**src/rtl/adder_result_drain.sv**
```systemverilog
// Ping-pong drain for the adder array: buffers two result vectors and streams sums one channel per valid/ready transfer.
// `DRAIN_RELU_EN` clamps negative sums to zero on the output only; buffered data stays raw.
module adder_result_drain #(
  parameter int DATA_WIDTH = 14,
  parameter int NUM_ADDERS = 16,
  parameter int CH_W       = $clog2(NUM_ADDERS)
) (
  input  logic                             clk,
  input  logic                             reset,
  input  logic [NUM_ADDERS*DATA_WIDTH-1:0] adder_outputs,
  input  logic [NUM_ADDERS-1:0]            output_valids,
  output logic [DATA_WIDTH-1:0]            out_data,
  output logic [CH_W-1:0]                  out_channel,
  output logic                             out_last,
  output logic                             out_valid,
  input  logic                             out_ready,
  output logic                             overflow,
  output logic                             misalign
);

  logic [DATA_WIDTH-1:0] bank [2][NUM_ADDERS];
  logic                  wp;
  logic                  rp;
  logic [1:0]            cnt;
  logic [CH_W-1:0]       ch;
  logic                  overflow_q;
  logic                  misalign_q;

  logic                  all_vld;
  logic                  any_vld;
  logic                  xfer;
  logic                  is_last;
  logic                  release_bank;
  logic                  accept;
  logic [DATA_WIDTH-1:0] raw;

  assign all_vld      = &output_valids;
  assign any_vld      = |output_valids;
  assign xfer         = out_valid & out_ready;
  assign is_last      = (ch == CH_W'(NUM_ADDERS - 1));
  assign release_bank = xfer & is_last;
  // A full store can still take a vector when the drained bank frees up on this same edge.
  assign accept       = all_vld & ((cnt != 2'd2) | release_bank);
  assign raw          = bank[rp][ch];

  always_ff @(posedge clk) begin
    if (reset) begin
      for (int b = 0; b < 2; b++) begin
        for (int i = 0; i < NUM_ADDERS; i++) begin
          bank[b][i] <= '0;
        end
      end
      wp         <= 1'b0;
      rp         <= 1'b0;
      cnt        <= 2'd0;
      ch         <= '0;
      overflow_q <= 1'b0;
      misalign_q <= 1'b0;
    end else begin
      if (accept) begin
        for (int i = 0; i < NUM_ADDERS; i++) begin
          bank[wp][i] <= adder_outputs[i*DATA_WIDTH +: DATA_WIDTH];
        end
        wp <= ~wp;
      end
      if (xfer) begin
        if (is_last) begin
          ch <= '0;
          rp <= ~rp;
        end else begin
          ch <= ch + 1'b1;
        end
      end
      case ({accept, release_bank})
        2'b10:   cnt <= cnt + 2'd1;
        2'b01:   cnt <= cnt - 2'd1;
        default: cnt <= cnt;
      endcase
      if (all_vld && !accept) begin
        overflow_q <= 1'b1;
      end
      if (any_vld && !all_vld) begin
        misalign_q <= 1'b1;
      end
    end
  end

  assign out_valid   = (cnt != 2'd0);
  assign out_channel = ch;
  assign out_last    = is_last;
  assign overflow    = overflow_q;
  assign misalign    = misalign_q;

`ifdef DRAIN_RELU_EN
  assign out_data = raw[DATA_WIDTH-1] ? '0 : raw;
`else
  assign out_data = raw;
`endif

endmodule

```
**config.mk**
```make
export PLATFORM = sky130hd
export DESIGN_NAME = adder_result_drain
export DESIGN_NICKNAME = d
export VERILOG_FILES = /design/src/rtl/adder_result_drain.sv
export SDC_FILE = /design/constraint.sdc
export NUM_CORES = 1
export LEC_CHECK = 0
export CAP_MARGIN = 40
export CORE_AREA = 2 2 218 220
export CTS_BUF_LIST = sky130_fd_sc_hd__clkbuf_2
export DETAILED_ROUTE_END_ITERATION = 8
export DIE_AREA = 0 0 220 222
export GPL_TIMING_DRIVEN = 0
export PLACE_DENSITY = 0.69
export SETUP_SLACK_MARGIN = 0.15
export SYNTH_ARGS = -nofsm -noshare
export SYNTH_HDL_FRONTEND = slang
export SYNTH_SLANG_ARGS = --single-unit
```
**constraint.sdc**
```tcl
create_clock -name clk -period 29.5 [get_ports clk]
set_input_delay 8.85 -clock clk [delete_from_list [all_inputs] [get_ports clk]]
set_output_delay 8.85 -clock clk [all_outputs]
set_load 0.005 [all_outputs]
```
[Word level (Yosys, flattened, before mapping)]
Memory sizes are Yosys's and may differ from the RTL's. A register that Yosys moved wholly into a read port is not among the register bits.
Cells that the tools add are included.
Storage, ports and cells
  register bits: 10
  memories kept: 1
  logic and storage cells: 47
  input bits: 243
  RAM bits: 448
Cells by class
  reduce and logical (&&, ||, !) cells: 10
  $lt $le $gt $ge: 1
  eq/ne operators: 4
  $add $sub $neg: 3
  bitwise operators: 7
  mux-type cells: 15
Memories
  bank: words 2, width 224, read ports 1, clocked after memory_dff 1, write ports 2, line 21  | logic [DATA_WIDTH-1:0] bank [2][NUM_ADDERS];
Operators with widths (count)
  two-way mux 224 bit: 1
  OR reduction 224 bit: 1
  binary-select mux 14 bit (select 4 bit): 1
  two-way mux 14 bit: 2
  AND reduction 16 bit: 1
  OR reduction 16 bit: 1
  two-way mux 1 bit: 9
  greater-or-equal comparator 5 bit, second input constant: 1
  inverter 4 -> 5 bit: 1
  adder 4 x 1 -> 4 bit, second input constant: 1
  == test 4 bit, second input constant: 1
  two-way mux 4 bit: 1
  case mux 2 bit (2 select lines): 1
  nonzero test 2 bit: 2
  bitwise AND 1 bit: 3
  adder 2 x 1 -> 2 bit, second input constant: 1
  == test 2 x 1 -> 1 bit, second input constant: 1
  == test 2 bit, second input constant: 1
  logical AND 1 bit: 2
  logical NOT 1 bit: 2
  != test 2 bit, second input constant: 1
  inverter 1 bit: 2
  AND reduction 2 bit: 1
  subtractor 2 x 1 -> 2 bit, second input constant: 1
  OR 1 bit: 1

[Logic depth before layout (Yosys ltp)]
Gate-level depths: netlist (run 1).
  depth after elaboration: 10
  depth in mapped cells: 9

[Worst setup path before layout (run 1)]
No wires, ideal clock.
  path kind: input to register
  start point: input port output_valids[7]
  end point: memory bank[0][0] (netlist name) (enable)
  stages on the path: 4
  arrival time: 15.082 ns
  path slack: 13.793 ns
  required time: 28.875 ns
  library setup time: 0.625 ns
  cells stage by stage: nand4_1 -> or4_4 -> or3_2 -> nand2b_1
RTL lines
  start: declaration: line 11  | input logic [NUM_ADDERS-1:0] output_valids,
  end: declaration: line 21

[Final worst setup path (run 1)]
  start point: register ch[0], in the netlist out_channel[0]
  end point: output port out_data[4]
Between the ends
  word-level cells in the longest chain between the ends: 4
Ends and longest elaborated chain
  start: declaration: line 25  | logic [CH_W-1:0] ch;
  start signal: assignment: line 71  | ch <= ch + 1'b1;
  inverter 4 -> 5 bit (not written as such): line 44  | assign raw = bank[rp][ch];
  binary-select mux 14 bit (select 4 bit): line 44
  two-way mux 14 bit (not written as such) (2 in series): line 44
  end: declaration: line 12  | output logic [DATA_WIDTH-1:0] out_data,
No other way between the ends. The select of a mux whose other input is x is not followed.

==> results.ini, run 1 <==
[floorplan]
die_w_um=220
coreArea_um2=46300
die_height_um=222
rows=79
ios=265
dieArea_um2=48800
initial_core_util=0.448

[global_routing]
grt.total_usage=0.235
grt_pass1_wl_um=81900
grt-ovfl-total=0
grt_max_degree=58
antenna_found_initial=11
grt_pass1_vias=13500

[critical_path]
r2r-end=bank[0][92]
crit_fanout=10
reg2reg_from=out_channel[1]
reg2regPathDepth=10
cp_data_arrival_time_ps=4570
worst_setup_path_end_kind=primary output
r2r_slack_ps=25770
critPathLaunchType=flop
worstPathCellList=clkbuf_1 > clkbuf_1 > buf_2 > mux4_2 > a21oi_1 > a22oi_1 > clkdlybuf4s50_1
crit_top_cell=clkbuf_1
crit_path_top_delay_cell=clkdlybuf4s50_1
max_stage_delay_ps=620
criticalPathCategory=flop to primary output
required_ps=20650

[clock_network]
hold_buffers=0
clkTransAtPathRegs_ps=110
cts_resized=0
cts_setup_buffers=0
clock_latency_ps=1100
cts_tree=built
cts_made_buffers=115
cts_max_level=3
cts_buffer_depth=3
cts-root-buf=clkbuf_2
cts.sinks=459

[yosys]
synth_xor_area_frac=0.00169
ys_seq_elements=459
synth_fa_ha_area_frac=0.00121
ys_types=43
syn_area_um2=20700
synth_top_family_by_area=simple AND/OR/NAND/NOR gates
yosysSeqAreaShare=0.660
syn_inst=1317
synth_compound_area_frac=0.0321
synth-simple-area-share=0.156
syn-num-nets=1562
synth_warnings=0
synth_mux_area_frac=0.126
synth.avg_cell_area_um2=15.7

[sta]
finalSetupTns_ps=0
fmax_ghz=0.0745
max-slew-margin-rel=0.411
finClkSkew_ps=70.1
period_share=0.455
setup_viol=0
finalMaxSlewViolations=0
min_period_ps=13420
tightestPinTransition_ps=884
rsz0062_at_grt=false
hold_viol_final=0

[outcome]
outcome=finished clean

[finish]
drive_above_1_share=0.228
final_cell_mix=edfxtp_1, and2_1, clkdlybuf4s50_1
final_nets=1951
final_common_cell=edfxtp_1
syn_to_final_growth_pct=22.5

[route]
drt_wl_total_um=56800
drtPass1Iterations=5
routed_via_density=5.36
post_drt_wl_per_cell_um=23.7
drt_iter0_drc=1010
drc=0
antenna_left=0
dr_total_vias=12900

[place]
port-buffer-count=263
hpwl_um=40800
gp_congestion=0.880

[power]
p_total_mw=1.23
power_density_nw_per_um2=48.4
peakVddDrop_v=0.0000226
p_leak_nw=9.42

[worst_hold_path]
holdPathEnd=misalign
hold_path.class=flop to flop
whs_path_depth=2
hp-start=misalign

[run]
drv_cap=0

[worst max-delay path: cells and delay by family, from the launching register on]
| family | cells | cell delay (ps) |
|---|---|---|
| AOI/OAI and AO/OA | 2 | 630 |
| buffers and inverters | 4 | 2060 |
| DFF | 1 | 390 |
| muxes | 1 | 410 |
[per-layer routing]
| layer | GRT usage | up-vias | wire, um |
|---|---|---|---|
| li1 | - | 5795 | - |
| met1 | 0.286 | 6379 | 21500 |
| met5 | 0 | - | 92 |
| met4 | 0.0937 | 14 | 1810 |
| met2 | 0.383 | 557 | 27500 |
| met3 | 0.0796 | 112 | 5860 |
[flip-flops by register name, summed over array words and instances (netlist names), named ones only]
| name | count |
|---|---|
| bank | 448 |
| cnt | 2 |
| misalign | 1 |
| out_channel | 4 |
| overflow | 1 |
| rp | 1 |
| wp | 1 |
[how the worst max path moves through the flow]
stage / from / end / cells after the start / slack (ps)
3_5_place_dp: output_valids[7] / bank[0][94] / 9 / 16940
6_report: out_channel[0] / out_data[4] / 7 / 16080
5_1_grt: out_channel[0] / out_data[4] / 7 / 15870
2_1_floorplan: output_valids[7] / bank[0][0] / 4 / 13790
3_3_place_gp: output_valids[7] / bank[0][94] / 5 / 10120
4_1_cts: out_channel[0] / out_data[6] / 7 / 16020
[Yosys cell counts, drive strengths merged]
| cell | n | area, um^2 |
|---|---|---|
| mux4 | 83 | 1870 |
| nand2b | 3 | 18.8 |
| mux2i | 72 | 721 |
| nand4 | 5 | 31.3 |
| ha | 2 | 25.0 |
| a21o | 3 | 22.5 |
| nor3b | 1 | 7.51 |
| and3 | 15 | 93.8 |
| and2 | 434 | 2790 |
| nor2 | 11 | 41.3 |
| or4 | 1 | 11.3 |
| nor2b | 3 | 18.8 |
| dfxtp | 11 | 220 |
| nand3b | 1 | 7.51 |
| xnor2 | 2 | 17.5 |
| a2bb2oi | 1 | 8.76 |
| xor2 | 2 | 17.5 |
| inv | 1 | 3.75 |
| edfxtp | 448 | 13500 |
| nand3 | 5 | 25.0 |
| a21oi | 21 | 105 |
| clkbuf | 60 | 255 |
| mux2 | 1 | 11.3 |
| a2111oi | 1 | 8.76 |
| or3 | 2 | 13.8 |
| o21ai | 3 | 15.0 |
| nor3 | 3 | 26.3 |
| nor4 | 6 | 52.6 |
| or2 | 15 | 93.8 |
| a22oi | 27 | 203 |
| o22ai | 13 | 81.3 |
| buf | 34 | 231 |
| o221ai | 14 | 123 |
| a211oi | 13 | 97.6 |
[metrics by stage]
stage                     cell area [um^2]  std cells  hold WS (ps)  setup WS (ps)   util
after detailed placement             24300       2196           461          16940  0.526
after global routing                 25400       2397           544          15870  0.549
after global placement               24100       2187           454          10120  0.521
final                                25400       2400           481          16080  0.549
after CTS                            25400       2396           491          16020  0.548
after floorplan                      20700       1317           460          13790      -
[power breakdown]
part           internal (mW)  switching [mW]  total [mW]
sequential             0.728         0.00400       0.732
combinational         0.0384          0.0303      0.0687
clock                  0.172           0.256       0.427
[cells by family (layout without fill, tap and decap cells)]
logic type,after synthesis,in the layout
compound gates,96,96
xor+xnor,4,4
fa+ha+maj,2,2
buf+inv,95,567
flops,459,459
mux,156,156
other cells,0,4
simple gates,505,505
[layout make-up]
| cell class | count | area (um^2) |
|---|---|---|
| clock buffer | 173 | 866 |
| clock inverter | 27 | 159 |
| fill | 3882 | 20900 |
| buffer | 94 | 487 |
| antenna | 4 | 10.0 |
| timing repair buffer | 272 | 2850 |
| tap | 607 | 759 |
| sequential | 459 | 13700 |
| multi-input combinational | 763 | 6580 |
| inverter | 1 | 3.75 |
No activity file was read; power rests on OpenSTA's default activity.
==> run 2, diff against run 1 <==
Clock period 29.5 ns to 13.55 ns, I/O delays scaled along.
==> results of run 2 <==
The final DEF is identical to that of run 1. Status: finished clean.
Main changes from that run: setup slack after placement 16940 ps -> 5770 ps; setup slack after layout 16080 ps -> 4910 ps; register-to-register setup slack 25770 ps -> 9820 ps; total power 1.23 mW -> 2.67 mW; worst IR drop on VDD 0.0000226 V -> 0.0000492 V
==> run 3, diff against run 2 <==
Settings changed: PLACE_DENSITY 0.69 to 0.71.
Clock period 13.55 ns to 7.1 ns, I/O delays scaled along.
==> run 3 against run 2 <==
  * Clock skew up 9.5 ps
  * Sequential share of layout area up 0.15 points
  * Core utilization down 0.15 points
  * Flip-flop and latch count unchanged
  * Critical path depth unchanged
  * Via count about the same
  * First-iteration DRC count up 14%
  * Final cell count about the same
  * Critical path type unchanged
==> results.ini, run 3 (same netlist as run 1, synthesis figures left out) <==
[route]
drtPass1Iterations=5  ; unchanged
drt_wl_total_um=56900  ; +0.18%
antenna_left=0  ; unchanged
drt_iter0_drc=1151  ; +14%
drc=0  ; unchanged
dr_total_vias=12900  ; -0.031%
routed_via_density=5.36  ; about the same
post_drt_wl_per_cell_um=23.7  ; +0.22%

[place]
port-buffer-count=263  ; unchanged
dp_cells=2195  ; -0.046%
placed_cell_area_um2=24300  ; about the same
gp_congestion=0.935  ; +6.3%
post-place-ws_ps=1400
hpwl_um=40600  ; -0.43%

[clock_network]
cts_max_level=3  ; unchanged
cts-root-buf=clkbuf_2
cts_tree=built
hold_buffers=0  ; unchanged
clock_latency_ps=1110  ; about the same
cts_buffer_depth=3  ; unchanged
cts_setup_buffers=0  ; unchanged
clkTransAtPathRegs_ps=120  ; about the same
cts_resized=0  ; unchanged
cts_made_buffers=114  ; -0.87%
cts.sinks=459  ; unchanged

[worst_hold_path]
holdPathEnd=misalign
hp-start=misalign
whs_path_depth=2  ; unchanged
hold_path.class=flop to flop

[floorplan]
die_height_um=222  ; unchanged
ios=265  ; unchanged
die_w_um=220  ; unchanged
dieArea_um2=48800  ; unchanged
rows=79  ; unchanged
initial_core_util=0.448  ; unchanged
coreArea_um2=46300  ; unchanged

[global_routing]
grt_pass1_vias=13600  ; +0.95%
grt_pass1_wl_um=81900  ; about the same
antenna_found_initial=14  ; +3
grt.total_usage=0.234  ; -0.000405
grt-ovfl-total=0  ; unchanged
grt_max_degree=63  ; +8.6%

[power]
p_seq_frac=0.606  ; +0.010
comb_power_share=0.056  ; about the same
p_total_mw=5.01
p_sw_frac=0.238
power_density_nw_per_um2=198
p_clk_frac=0.337  ; -0.011
p_leak_nw=9.39  ; -0.31%
peakVddDrop_v=0.000114
p_int_mw=3.82
switchingPower_mw=1.19

[critical_path]
cp_data_arrival_time_ps=4650  ; +80 ps
worst_setup_path_end_kind=primary output
crit_fanout=10  ; unchanged
reg2reg_from=out_channel[1]
reg2regPathDepth=8  ; -2
critPathLaunchType=flop
r2r_slack_ps=3420
r2r-end=bank[1][96]
required_ps=4970
criticalPathCategory=flop to primary output

[sta]
finClkSkew_ps=79.6  ; +9.47 ps
hold_viol_final=0  ; unchanged
layout_setup_ws_ps=319
setup_viol=0  ; unchanged
max-slew-margin-rel=0.447  ; +0.0364
min_period_ps=6780
finalMaxSlewViolations=0  ; unchanged
finalSetupTns_ps=0  ; unchanged
tightestPinTransition_ps=829  ; -54.6 ps
hold_slack_ps=497  ; +16.0 ps
rsz0062_at_grt=false
period_share=0.955
fmax_ghz=0.147

[finish]
final_nets=1949  ; -0.10%
final_common_cell=edfxtp_1
final_cell_mix=edfxtp_1, and2_1, clkdlybuf4s50_1
top_register=bank
drive_above_1_share=0.225  ; -0.00211
final_core_util=0.547  ; -0.00152
design_area_um2=25300  ; -0.28%
largest_reg_flops=448  ; unchanged
final_cells=2399  ; -0.042%
syn_to_final_growth_pct=22.1

[run]
drv_cap=0  ; unchanged

[outcome]
outcome=finished clean

-- run 3: routing by layer --
layer,global-route usage,vias to the layer above,part of all wire
met2,0.380,585,0.48
met3,0.0808,110,0.11
met1,0.291,6348,0.38
met4,0.0834,20,0.025
li1,-,5790,-
met5,0,-,0.0024
-- run 3: final cells by class --
type | instances | area, um^2
Timing Repair Buffer | 271 | 2840
Clock buffer | 174 | 871
Clock inverter | 26 | 97.6
Inverter | 1 | 3.75
Buffer | 94 | 487
Antenna cell | 4 | 10.0
Multi-Input combinational cell | 763 | 6580
Fill cell | 3824 | 20900
Sequential cell | 459 | 13700
Tap cell | 607 | 759
-- run 3: how the worst max path moves through the flow --
stage | from | cells past startpoint | end
after global routing | out_channel[0] | 7 | out_data[4]
after CTS | out_channel[0] | 7 | out_data[6]
after detailed placement | output_valids[15] | 7 | bank[1][92]
after global placement | output_valids[7] | 6 | bank[1][106]
final | out_channel[0] | 7 | out_data[3]
after floorplan | output_valids[7] | 4 | bank[0][0]
-- run 3: power groups by stage --
stage          clock network [mW]  logic (mW)  registers, mW
2_1_floorplan                   0      0.0683           3.11
3_3_place_gp                    0       0.267           3.12
3_5_place_dp                    0       0.283           3.10
4_1_cts                      1.73       0.284           3.04
5_1_grt                      1.85       0.298           3.05
6_report                     1.69       0.283           3.04
-- run 3: worst max-delay path, cell delays in order, from the launching register on --
cell	delay (ps)
dfxtp_1	410
clkbuf_1	400
clkbuf_1	580
buf_2	440
mux4_2	410
a21oi_1	540
a22oi_1	150
clkdlybuf4s50_1	590
